[config.mk]
export PLATFORM = sky130hd
export DESIGN_NAME = fifo
export DESIGN_NICKNAME = d
export VERILOG_FILES = /design/src/rtl/fifo_mem.sv /design/src/rtl/fifo.sv
export SDC_FILE = /design/constraint.sdc
export NUM_CORES = 1
export LEC_CHECK = 0
export ABC_CLOCK_PERIOD_IN_PS = 8560
export CAP_MARGIN = 10
export CORE_ASPECT_RATIO = 1.75
export CORE_MARGIN = 2
export CORE_UTILIZATION = 57
export DETAILED_ROUTE_END_ITERATION = 8
export GPL_ROUTABILITY_DRIVEN = 0
export PLACE_DENSITY = 0.85
export SYNTH_ARGS = -nofsm -noshare
export SYNTH_HDL_FRONTEND = slang
export SYNTH_SLANG_ARGS = --single-unit
[constraint.sdc]
create_clock -name clk -period 8.56 [get_ports clk]
set_input_delay 1.712 -clock clk [delete_from_list [all_inputs] [get_ports clk]]
set_output_delay 1.712 -clock clk [all_outputs]
set_load 0.02 [all_outputs]
[src/rtl/fifo_mem.sv]
// rtl/fifo_mem.sv - WIDTH x DEPTH register array, one synchronous write port, one asynchronous read port
module fifo_mem #(
    parameter int WIDTH = 32,
    parameter int DEPTH = 3,
    parameter int AW    = (DEPTH > 1) ? $clog2(DEPTH) : 1
) (
    input  logic             clk,
    input  logic             we_i,
    input  logic [AW-1:0]    waddr_i,
    input  logic [WIDTH-1:0] wdata_i,
    input  logic [AW-1:0]    raddr_i,
    output logic [WIDTH-1:0] rdata_o
);

    logic [WIDTH-1:0] mem_q [DEPTH];

    // Storage is deliberately not reset; the pointers and count decide what is valid.
    always_ff @(posedge clk) begin
        if (we_i) begin
            mem_q[waddr_i] <= wdata_i;
        end
    end

    assign rdata_o = mem_q[raddr_i];

endmodule

[src/rtl/fifo.sv]
// rtl/fifo.sv - single-clock show-ahead FIFO with valid/ready push/pop and full/empty flags
module fifo #(
    parameter int WIDTH = 32,
    parameter int DEPTH = 3
) (
    input  logic             clk,
    input  logic             reset,
    input  logic             w_valid,
    input  logic [WIDTH-1:0] data_in,
    input  logic             r_ready,
    output logic [WIDTH-1:0] data_out,
    output logic             fifo_full,
    output logic             fifo_empty
);

    localparam int AW = (DEPTH > 1) ? $clog2(DEPTH) : 1;
    localparam int CW = $clog2(DEPTH + 1);
    localparam logic [AW-1:0] PTR_LAST  = AW'(DEPTH - 1);
    localparam logic [CW-1:0] CNT_FULL  = CW'(DEPTH);

    logic [AW-1:0]    wr_ptr_q, wr_ptr_d;
    logic [AW-1:0]    rd_ptr_q, rd_ptr_d;
    logic [CW-1:0]    count_q, count_d;
    logic             push_en, pop_en;
    logic [WIDTH-1:0] head_data;

    assign fifo_empty = (count_q == '0);
    assign fifo_full  = (count_q == CNT_FULL);

    // When full, a push only fits if the head leaves in the same cycle.
    assign pop_en  = r_ready & ~fifo_empty;
    assign push_en = w_valid & (~fifo_full | pop_en);

    // Next-state for pointers (explicit wrap, DEPTH need not be a power of two) and occupancy.
    always_comb begin
        wr_ptr_d = wr_ptr_q;
        rd_ptr_d = rd_ptr_q;
        count_d  = count_q;
        if (push_en) begin
            wr_ptr_d = (wr_ptr_q == PTR_LAST) ? '0 : wr_ptr_q + AW'(1);
        end
        if (pop_en) begin
            rd_ptr_d = (rd_ptr_q == PTR_LAST) ? '0 : rd_ptr_q + AW'(1);
        end
        if (push_en && !pop_en) begin
            count_d = count_q + CW'(1);
        end else if (pop_en && !push_en) begin
            count_d = count_q - CW'(1);
        end
    end

    // Pointer and count registers; reset discards every stored word.
    always_ff @(posedge clk) begin
        if (!reset) begin
            wr_ptr_q <= '0;
            rd_ptr_q <= '0;
            count_q  <= '0;
        end else begin
            wr_ptr_q <= wr_ptr_d;
            rd_ptr_q <= rd_ptr_d;
            count_q  <= count_d;
        end
    end

    fifo_mem #(
        .WIDTH (WIDTH),
        .DEPTH (DEPTH),
        .AW    (AW)
    ) u_mem (
        .clk     (clk),
        .we_i    (push_en),
        .waddr_i (wr_ptr_q),
        .wdata_i (data_in),
        .raddr_i (rd_ptr_q),
        .rdata_o (head_data)
    );

    assign data_out = fifo_empty ? '0 : head_data;

endmodule

==> impl_metrics.ini, run 1 <==
[run_status]
status = complete, no violations

[placed_design]
dpl_cell_area_mm2 = 0.004995
port_buffers = 69
place_hpwl_um = 4494

[floorplan]
start_util = 0.5882
die_h_um = 117.9
rows = 41
die_x_um = 69.08
coreArea_mm2 = 0.007182
dieArea_mm2 = 0.008143
io_pins = 70

[clocking]
clk_latency_ns = 0.34
cts_hold_buf = 0
cts_buffers = 9
clock_path_buffers = 2
htreeDepth = 3
clk_pin_slew_worst_paths_ns = 0.07
cts_root_buffer = clkbuf_16
postCtsResizedCells = 0
cts_sinks = 104
cts_tree = done
cts_setup_buffers = 0

[setup_path]
cp.required_ns = 6.85
cp.arrival_ns = 2.61
critPathMaxFanout = 32
crit_type = flop to output pin
critPathLaunchType = flop
end_kind = output pin

[timing]
slew_headroom = 0.1768
finalMaxSlewViolations = 0
finClkSkew_ns = 0.004161
tightest_slew_ns = 1.229
final.setup.tns_ns = 0
setup_violations = 0
min_period_ns = 4.327
rsz0062_at_grt = no
hold_violations = 0
fmax_ghz = 0.2311
fin_crit_sh = 0.5055

[yosys]
ys_seq_area_frac = 0.7204
synth_top_area_share = 0.6825
ys_top_cells_by_area = edfxtp_1 (68%), mux2_4 (11%), mux2i_1 (8.1%)
synth_cells = 240
syn-num-nets = 277
yosysWarnings = 0
syn_area_mm2 = 0.004224
avgSynthCellArea_um2 = 17.60
synth_top_area_cell = edfxtp_1
ys_seq_elements = 104
yosysUniqueCellTypes = 24

[route]
ant_nets = 0
first_pass_iters = 5
detailedRoute.firstIterationViolations = 81
vias = 2153
drc = 0
finalWirelength_um = 6859
post_drt_wl_per_cell_um = 16.98
via_per_inst = 5.329

[finish]
fillers = 466
fin_nets = 350
layout_common_cells = edfxtp_1 (96), clkdlybuf4s50_1 (69), mux2i_1 (34)
final_area_mm2 = 0.005268
final_layout_size_suffix_gt1_frac = 0.1887
multi_input_area_mm2 = 0.001114
final_common_cell = edfxtp_1
area_growth_pct = 24.70
regArea_mm2 = 0.003045
n_antenna_cell = 0

[power]
power.share.switching = 0.3038
peakVddDrop_mv = 0.2248
combPwrFrac = 0.332
clkPwrFrac = 0.240
intPower_w = 0.001064
powerDensity_mw_per_mm2 = 290.1
seqPwrFrac = 0.428
power_switching_w = 0.0004642
leakage_nw = 1.779

[global_routing]
top_usage_layer = met2
use_met2 = 0.3125
grt_overflow = 0
grtUsageMet3 = 0.04366
grt_antenna_before_repair = 0
grt_pass1_vias = 2220
grt_pass1_wl_um = 10650
grt_util_met1 = 0.1739
grt_usage = 0.1735
grt_max_degree = 33

[min_path]
hold_class = flop to flop

[run]
cap_violations = 0
## metal layers
metal	part of all wire	wire, µm
met4	0.041	281
met3	0.044	302
met2	0.54	3688
met1	0.38	2586
met5	0	0
## cell usage after synthesis
cell type and instances:
nand3b_1 1, nor3_1 1, nand2_1 5, o21ai_0 1
buf_6 4, inv_1 2, edfxtp_1 96, o21ai_2 2
nor3b_1 3, and2_1 1, a21boi_1 2, xnor2_1 1
and2_2 1, ha_1 1, o21a_1 1, or3_1 2
buf_2 5, nor2_1 34, xor2_1 1, dfxtp_1 8
mux2i_1 34, mux2_2 2, mux2_4 30, clkbuf_1 2
## area by class of cell
type,count,share of cell area
clock buffer,9,0.04276
timing repair buffer,73,0.1368
clock inverter,7,0.009026
multi-input combinational,123,0.2114
tap,86,0.02043
sequential,104,0.5781
inverter,2,0.001425
## registers in the layout, summed over array words and instances, names as in the netlist, named ones only
| register | cells |
|---|---|
| count_q | 2 |
| rd_ptr_q | 2 |
| u_mem.mem_q | 96 |
| wr_ptr_q | 2 |
## stage by stage
stage	total power [W]	util	hold WS, ns	setup WS (ns)	cells
floorplan	0.0009660	-	0.4467	3.865	240
global placement	0.001164	0.6955	0.4486	4.454	388
detailed placement	0.001176	0.6955	0.4672	4.411	388
CTS	0.001542	0.7334	0.4801	4.178	404
global route	0.001590	0.7334	0.5137	4.077	404
finish	0.001528	0.7334	0.4792	4.233	404
## final timing paths
check                   start            endpoint  slack (ns)  depth (start not counted)
hold / removal    rd_ptr_q[0]                flop        0.48                          2
setup reg to reg   count_q[0]  u_mem.mem_q[2][28]        6.20                          4
hold reg to reg   rd_ptr_q[0]                flop        0.48                          2
setup / recovery         flop         data_out[3]        4.23                          4
## kinds of logic (layout without fill, tap and decap cells)
| logic type | Yosys count | in the layout | synth area share |
|---|---|---|---|
| DFF | 104 | 104 | 0.7204 |
| muxes | 66 | 66 | 0.1925 |
| and+or+nand+nor | 48 | 48 | 0.04917 |
| buffers and inverters | 13 | 91 | 0.02014 |
| AOI/OAI and AO/OA | 6 | 6 | 0.01066 |
| xor gates and xnor gates | 2 | 2 | 0.004148 |
| adders and majority gates | 1 | 1 | 0.002962 |
## worst max-delay path, stage by stage (launching register included)
cell	delay (ns)
dfxtp_2	1.04
mux2_4	0.35
mux2i_1	0.23
nor2_1	0.07
clkdlybuf4s50_1	0.57
## power groups by stage
stage	registers (W)	clock network, W	logic [W]
2_1_floorplan	0.000629	0	0.000337
3_3_place_gp	0.000664	0	0.000500
3_5_place_dp	0.000667	0	0.000509
4_1_cts	0.000656	0.000373	0.000513
5_1_grt	0.000660	0.000391	0.000539
6_report	0.000654	0.000367	0.000507
No activity file was read; power rests on OpenSTA's default activity.
==> run 2: changes to the inputs <==
==> config.mk (replaced) <==
export PLATFORM = sky130hd
export DESIGN_NAME = fifo
export DESIGN_NICKNAME = d
export VERILOG_FILES = /design/src/rtl/fifo_mem.sv /design/src/rtl/fifo.sv
export SDC_FILE = /design/constraint.sdc
export NUM_CORES = 1
export LEC_CHECK = 0
export ABC_CLOCK_PERIOD_IN_PS = 4150
export CAP_MARGIN = 10
export CORE_ASPECT_RATIO = 1.75
export CORE_MARGIN = 2
export CORE_UTILIZATION = 53
export DETAILED_ROUTE_END_ITERATION = 8
export GPL_ROUTABILITY_DRIVEN = 0
export PLACE_DENSITY = 0.79
export SYNTH_ARGS = -nofsm -noshare
export SYNTH_HDL_FRONTEND = slang
export SYNTH_SLANG_ARGS = --single-unit
==> constraint.sdc (replaced) <==
create_clock -name clk -period 4.15 [get_ports clk]
set_input_delay 0.83 -clock clk [delete_from_list [all_inputs] [get_ports clk]]
set_output_delay 0.83 -clock clk [all_outputs]
set_load 0.02 [all_outputs]
==> run 2 against run 1 <==
Core utilization down 6.1 points. Final area up 0.33%. Die area grew 7.2%. Worst hold slack worse by 0.0035 ns. Global-route usage up 0.58 points. Clock skew shrank 0.0012 ns. Total power grew 110%. Sequential power grew 100%. Critical path depth is 1 higher. Via count rose by 3.3%. Non-clock buffer count increased by 3. Highest routed layer unchanged.
==> impl_metrics.ini, run 2 (synthesis gave the netlist of run 1 again) <==
[route]
finalWirelength_um = 7499
post_drt_wl_per_cell_um = 18.25
ant_nets = 0
first_pass_iters = 4
detailedRoute.firstIterationViolations = 123
via_per_inst = 5.409
drc = 0
vias = 2223

[clocking]
clk_pin_slew_worst_paths_ns = 0.06
cts_root_buffer = clkbuf_16
postCtsResizedCells = 0
clk_latency_ns = 0.34
cts_setup_buffers = 0
cts_hold_buf = 0
clock_path_buffers = 2
cts_tree = done
htreeDepth = 3
cts_sinks = 104
cts_buffers = 9

[power]
intPower_w = 0.002188
power_switching_w = 0.0009488
combPwrFrac = 0.341
p_total_w = 0.003137
clkPwrFrac = 0.235
power.share.switching = 0.3024
leakage_nw = 1.800
seqPwrFrac = 0.424
peakVddDrop_mv = 0.4328
powerDensity_mw_per_mm2 = 593.6

[global_routing]
grt_util_met1 = 0.1918
use_met2 = 0.3299
grt_antenna_before_repair = 0
grt_usage = 0.1793
grtUsageMet3 = 0.03639
grt_overflow = 0
grt_pass1_vias = 2299
grt_pass1_wl_um = 11400
top_usage_layer = met2
grt_max_degree = 34

[floorplan]
coreArea_mm2 = 0.007855
io_pins = 70
die_x_um = 71.49
start_util = 0.5378
dieArea_mm2 = 0.008728
die_h_um = 122.1
rows = 43

[timing]
setup_violations = 0
tightest_slew_ns = 1.075
finClkSkew_ns = 0.002919
final.setup.tns_ns = 0
hold_violations = 0
slew_headroom = 0.2834
rsz0062_at_grt = no
fmax_ghz = 0.2881
fin_ws_ns = 0.6792
min_period_ns = 3.471
finalMaxSlewViolations = 0
fin_crit_sh = 0.8363

[finish]
final_common_cell = edfxtp_1
regMostFlops = u_mem.mem_q
area_growth_pct = 25.12
fin_nets = 353
final_layout_size_suffix_gt1_frac = 0.1869
layout_common_cells = edfxtp_1 (96), clkdlybuf4s50_1 (69), mux2i_1 (34)
n_antenna_cell = 0
fin_cells = 411
final_area_mm2 = 0.005285
largest_reg_flops = 96

[setup_path]
end_kind = output pin
r2r_slack_ns = 2.16
critPathLaunchType = flop
crit_buf_inv = 2
critPathMaxFanout = 19
critPathSlowestCell = dfxtp_2
crit_type = flop to output pin
rr_worst_depth = 6
crit_family = buffers and inverters
critPathMaxStageDelay_ns = 0.71
crit_chain = buf_4, mux2_4, mux2i_1, nor2_1, clkdlybuf4s50_1
cp.depth = 5
cp.required_ns = 3.32
cp.arrival_ns = 2.64

[run_status]
status = complete, no violations

[placed_design]
dpl_cell_area_mm2 = 0.005027
place_ws_ns = 1.054
port_buffers = 69
place_hpwl_um = 5051
numPlacedInstances = 395

[min_path]
hold_class = flop to flop
min_path_cells = 2

[run]
cap_violations = 0
[run 2: cell count changes in the layout (fill, tap and decap cells not counted), sizes merged]
cell      delta
clkbuf       +3
clkinv       +1
clkinvlp     -3
inv          -1
buf          +3
[run 2: final timing paths]
kind                     from            to
setup / recovery         flop  data_out[18]
hold reg to reg   rd_ptr_q[0]          flop
setup reg to reg   count_q[0]    count_q[1]
hold / removal    rd_ptr_q[0]          flop
[run 2: power by group through the flow]
stage / Clock, W / Sequential (W) / Combinational, W
6_report: 0.000738 / 0.00133 / 0.00107
4_1_cts: 0.000747 / 0.00133 / 0.00109
3_5_place_dp: 0 / 0.00135 / 0.00108
2_1_floorplan: 0 / 0.00130 / 0.000695
5_1_grt: 0.000787 / 0.00134 / 0.00114
3_3_place_gp: 0 / 0.00135 / 0.00106
[run 2: area by class of cell]
class	instances	area [µm²]
clock buffers	12	236.5
clock inverters	4	21.27
fillers	558	2570
inverters	2	7.507
multi-input cells	123	1119
flip-flops and latches	104	3045
well taps	90	112.6
repair buffers	76	743.2
[run 2: worst reg2reg max path: cells and delay by family, from the launching register on]
kind | cells | cell delay (ns)
simple gates | 2 | 0.51
compound gates | 2 | 0.51
flops | 1 | 0.48
fa+ha+maj | 1 | 0.35
buf+inv | 1 | 0.09
[run 2: metal layers]
metal | vias to the layer above | wire length, µm
met5 | - | 0
met4 | 0 | 203
met3 | 17 | 302
met2 | 66 | 4242
met1 | 1093 | 2750
li1 | 1047 | -
[run 2: metrics by stage]
stage | hold slack [ns] | util
2_1_floorplan | 0.4467 | -
3_3_place_gp | 0.4746 | 0.6400
3_5_place_dp | 0.4825 | 0.6400
4_1_cts | 0.4849 | 0.6728
5_1_grt | 0.5255 | 0.6728
6_report | 0.4757 | 0.6728
==> run 3: changes to the inputs <==
==> config.mk (replaced) <==
export PLATFORM = sky130hd
export DESIGN_NAME = fifo
export DESIGN_NICKNAME = d
export VERILOG_FILES = /design/src/rtl/fifo_mem.sv /design/src/rtl/fifo.sv
export SDC_FILE = /design/constraint.sdc
export NUM_CORES = 1
export LEC_CHECK = 0
export ABC_CLOCK_PERIOD_IN_PS = 3100
export CAP_MARGIN = 10
export CORE_ASPECT_RATIO = 1.75
export CORE_MARGIN = 2
export CORE_UTILIZATION = 48
export DETAILED_ROUTE_END_ITERATION = 8
export GPL_ROUTABILITY_DRIVEN = 0
export PLACE_DENSITY = 0.76
export SYNTH_ARGS = -nofsm -noshare
export SYNTH_HDL_FRONTEND = slang
export SYNTH_SLANG_ARGS = --single-unit
==> constraint.sdc (replaced) <==
create_clock -name clk -period 3.1 [get_ports clk]
set_input_delay 0.62 -clock clk [delete_from_list [all_inputs] [get_ports clk]]
set_output_delay 0.62 -clock clk [all_outputs]
set_load 0.02 [all_outputs]
==> run 3 against run 2 <==
Via count decreased by 2.0%. Flip-flop and latch count unchanged. Register-to-register slack got worse by 1.1 ns. Clock skew increased by 0.00086 ns. Critical path type unchanged. Highest routed layer unchanged.
==> impl_metrics.ini, run 3 (synthesis gave the netlist of run 1 again) <==
[min_path]
min-delay-start = rd_ptr_q[0]
min_path_cells = 2
hold_class = flop to flop

[floorplan]
rows = 45
dieArea_mm2 = 0.009596
start_util = 0.4903
die_h_um = 128.1
coreArea_mm2 = 0.008615
io_pins = 70
die_x_um = 74.91

[setup_path]
r2r_slack_ns = 1.09
rr_worst_depth = 6
critPathLaunchType = flop
crit_type = flop to output pin
crit_family = buffers and inverters
r2r-start = count_q[0]
end_kind = output pin
critPathMaxFanout = 12
crit_buf_inv = 2
critPathSlowestCell = dfxtp_2
worstReg2RegEnd = count_q[1]
cp.required_ns = 2.48
cp.arrival_ns = 2.23
critPathMaxStageDelay_ns = 0.60
crit_chain = buf_12, mux2_4, mux2i_1, nor2_1, clkdlybuf4s50_1

[clocking]
cts_hold_buf = 0
cts_tree = done
htreeDepth = 3
clk_latency_ns = 0.33
cts_sinks = 104
postCtsResizedCells = 0
cts_setup_buffers = 0
clock_path_buffers = 2
cts_buffers = 9
clk_pin_slew_worst_paths_ns = 0.06
cts_root_buffer = clkbuf_16

[timing]
setup_violations = 0
finalMaxSlewViolations = 0
slew_headroom = 0.6624
fin_crit_sh = 0.9198
fmax_ghz = 0.3507
min_period_ns = 2.851
rsz0062_at_grt = no
finClkSkew_ns = 0.003777
final.setup.tns_ns = 0
tightest_slew_ns = 0.5064
hold_violations = 0

[route]
vias = 2179
detailedRoute.firstIterationViolations = 107
drc = 0
finalWirelength_um = 7116
via_per_inst = 4.930
post_drt_wl_per_cell_um = 16.10
ant_nets = 0
first_pass_iters = 4

[finish]
final_layout_size_suffix_gt1_frac = 0.2092
n_antenna_cell = 0
regMostFlops = u_mem.mem_q
area_growth_pct = 29.92
final_area_mm2 = 0.005488
layout_common_cells = edfxtp_1 (96), clkdlybuf4s50_1 (69), mux2i_1 (34)
final_common_cell = edfxtp_1
fin_nets = 357
largest_reg_flops = 96
fillers = 604

[global_routing]
grt_pass1_vias = 2292
grt_pass1_wl_um = 11000
grt_antenna_before_repair = 0
grt_usage = 0.1601
grt_max_degree = 23
grt_overflow = 0

[power]
peakVddDrop_mv = 0.5231
powerDensity_mw_per_mm2 = 825.1
leakage_nw = 1.870

[placed_design]
dpl_cell_area_mm2 = 0.005142
port_buffers = 69
place_hpwl_um = 4759

[run_status]
status = complete, no violations

[run]
cap_violations = 0
[run 3: area by class of cell]
| type | instances | area (µm²) | area share |
|---|---|---|---|
| clock buffers | 9 | 225.2 | 0.04104 |
| clock inverters | 7 | 120.1 | 0.02189 |
| inverters | 2 | 7.507 | 0.001368 |
| multi-input cells | 123 | 1132 | 0.2063 |
| flip-flops and latches | 104 | 3045 | 0.5549 |
| well taps | 117 | 146.4 | 0.02668 |
| repair buffers | 80 | 810.8 | 0.1477 |
[run 3: worst register-to-register path: cells and delay by family (launching register included)]
family,cells,cell delay (ns)
compound gates,2,0.57
simple gates,2,0.50
flops,1,0.45
fa+ha+maj,1,0.34
buf+inv,1,0.09
[run 3: worst max path at each step]
stage | start | to | slack [ns] | cells after the start
after floorplan | r_ready | u_mem.mem_q[1][0] | 0.61 | 2
after global placement | flop | data_out[17] | 0.60 | 5
after detailed placement | r_ready | count_q[1] | 0.55 | 6
after CTS | flop | data_out[29] | 0.19 | 5
after global routing | flop | data_out[17] | 0.14 | 5
final | flop | data_out[29] | 0.25 | 5
[run 3: where the power goes]
part | internal, W | switching, W | total [W]
clock network | 0.000789 | 0.000464 | 0.00125
logic | 0.000774 | 0.000749 | 0.00152
registers | 0.00166 | 0.0000868 | 0.00175
total | 0.00323 | 0.00130 | 0.00453
[run 3: metal layers]
layer,track usage,up-vias,part of all wire
met1,0.1708,1058,0.38
met3,0.04167,13,0.037
met2,0.2848,48,0.56
met4,0.07248,0,0.022
li1,-,1060,-
met5,0,-,0
[run 3: through the flow]
stage          utilization  total power [W]  hold WS (ns)  cells  worst slack (ns)
2_1_floorplan            -         0.002666        0.4467    240            0.6109
3_3_place_gp        0.5970         0.003302        0.4543    426            0.5970
3_5_place_dp        0.5970         0.003320        0.4708    426            0.5499
4_1_cts             0.6370         0.004582        0.4811    442            0.1861
5_1_grt             0.6370         0.004717        0.5104    442            0.1370
6_report            0.6370         0.004528        0.4770    442            0.2488
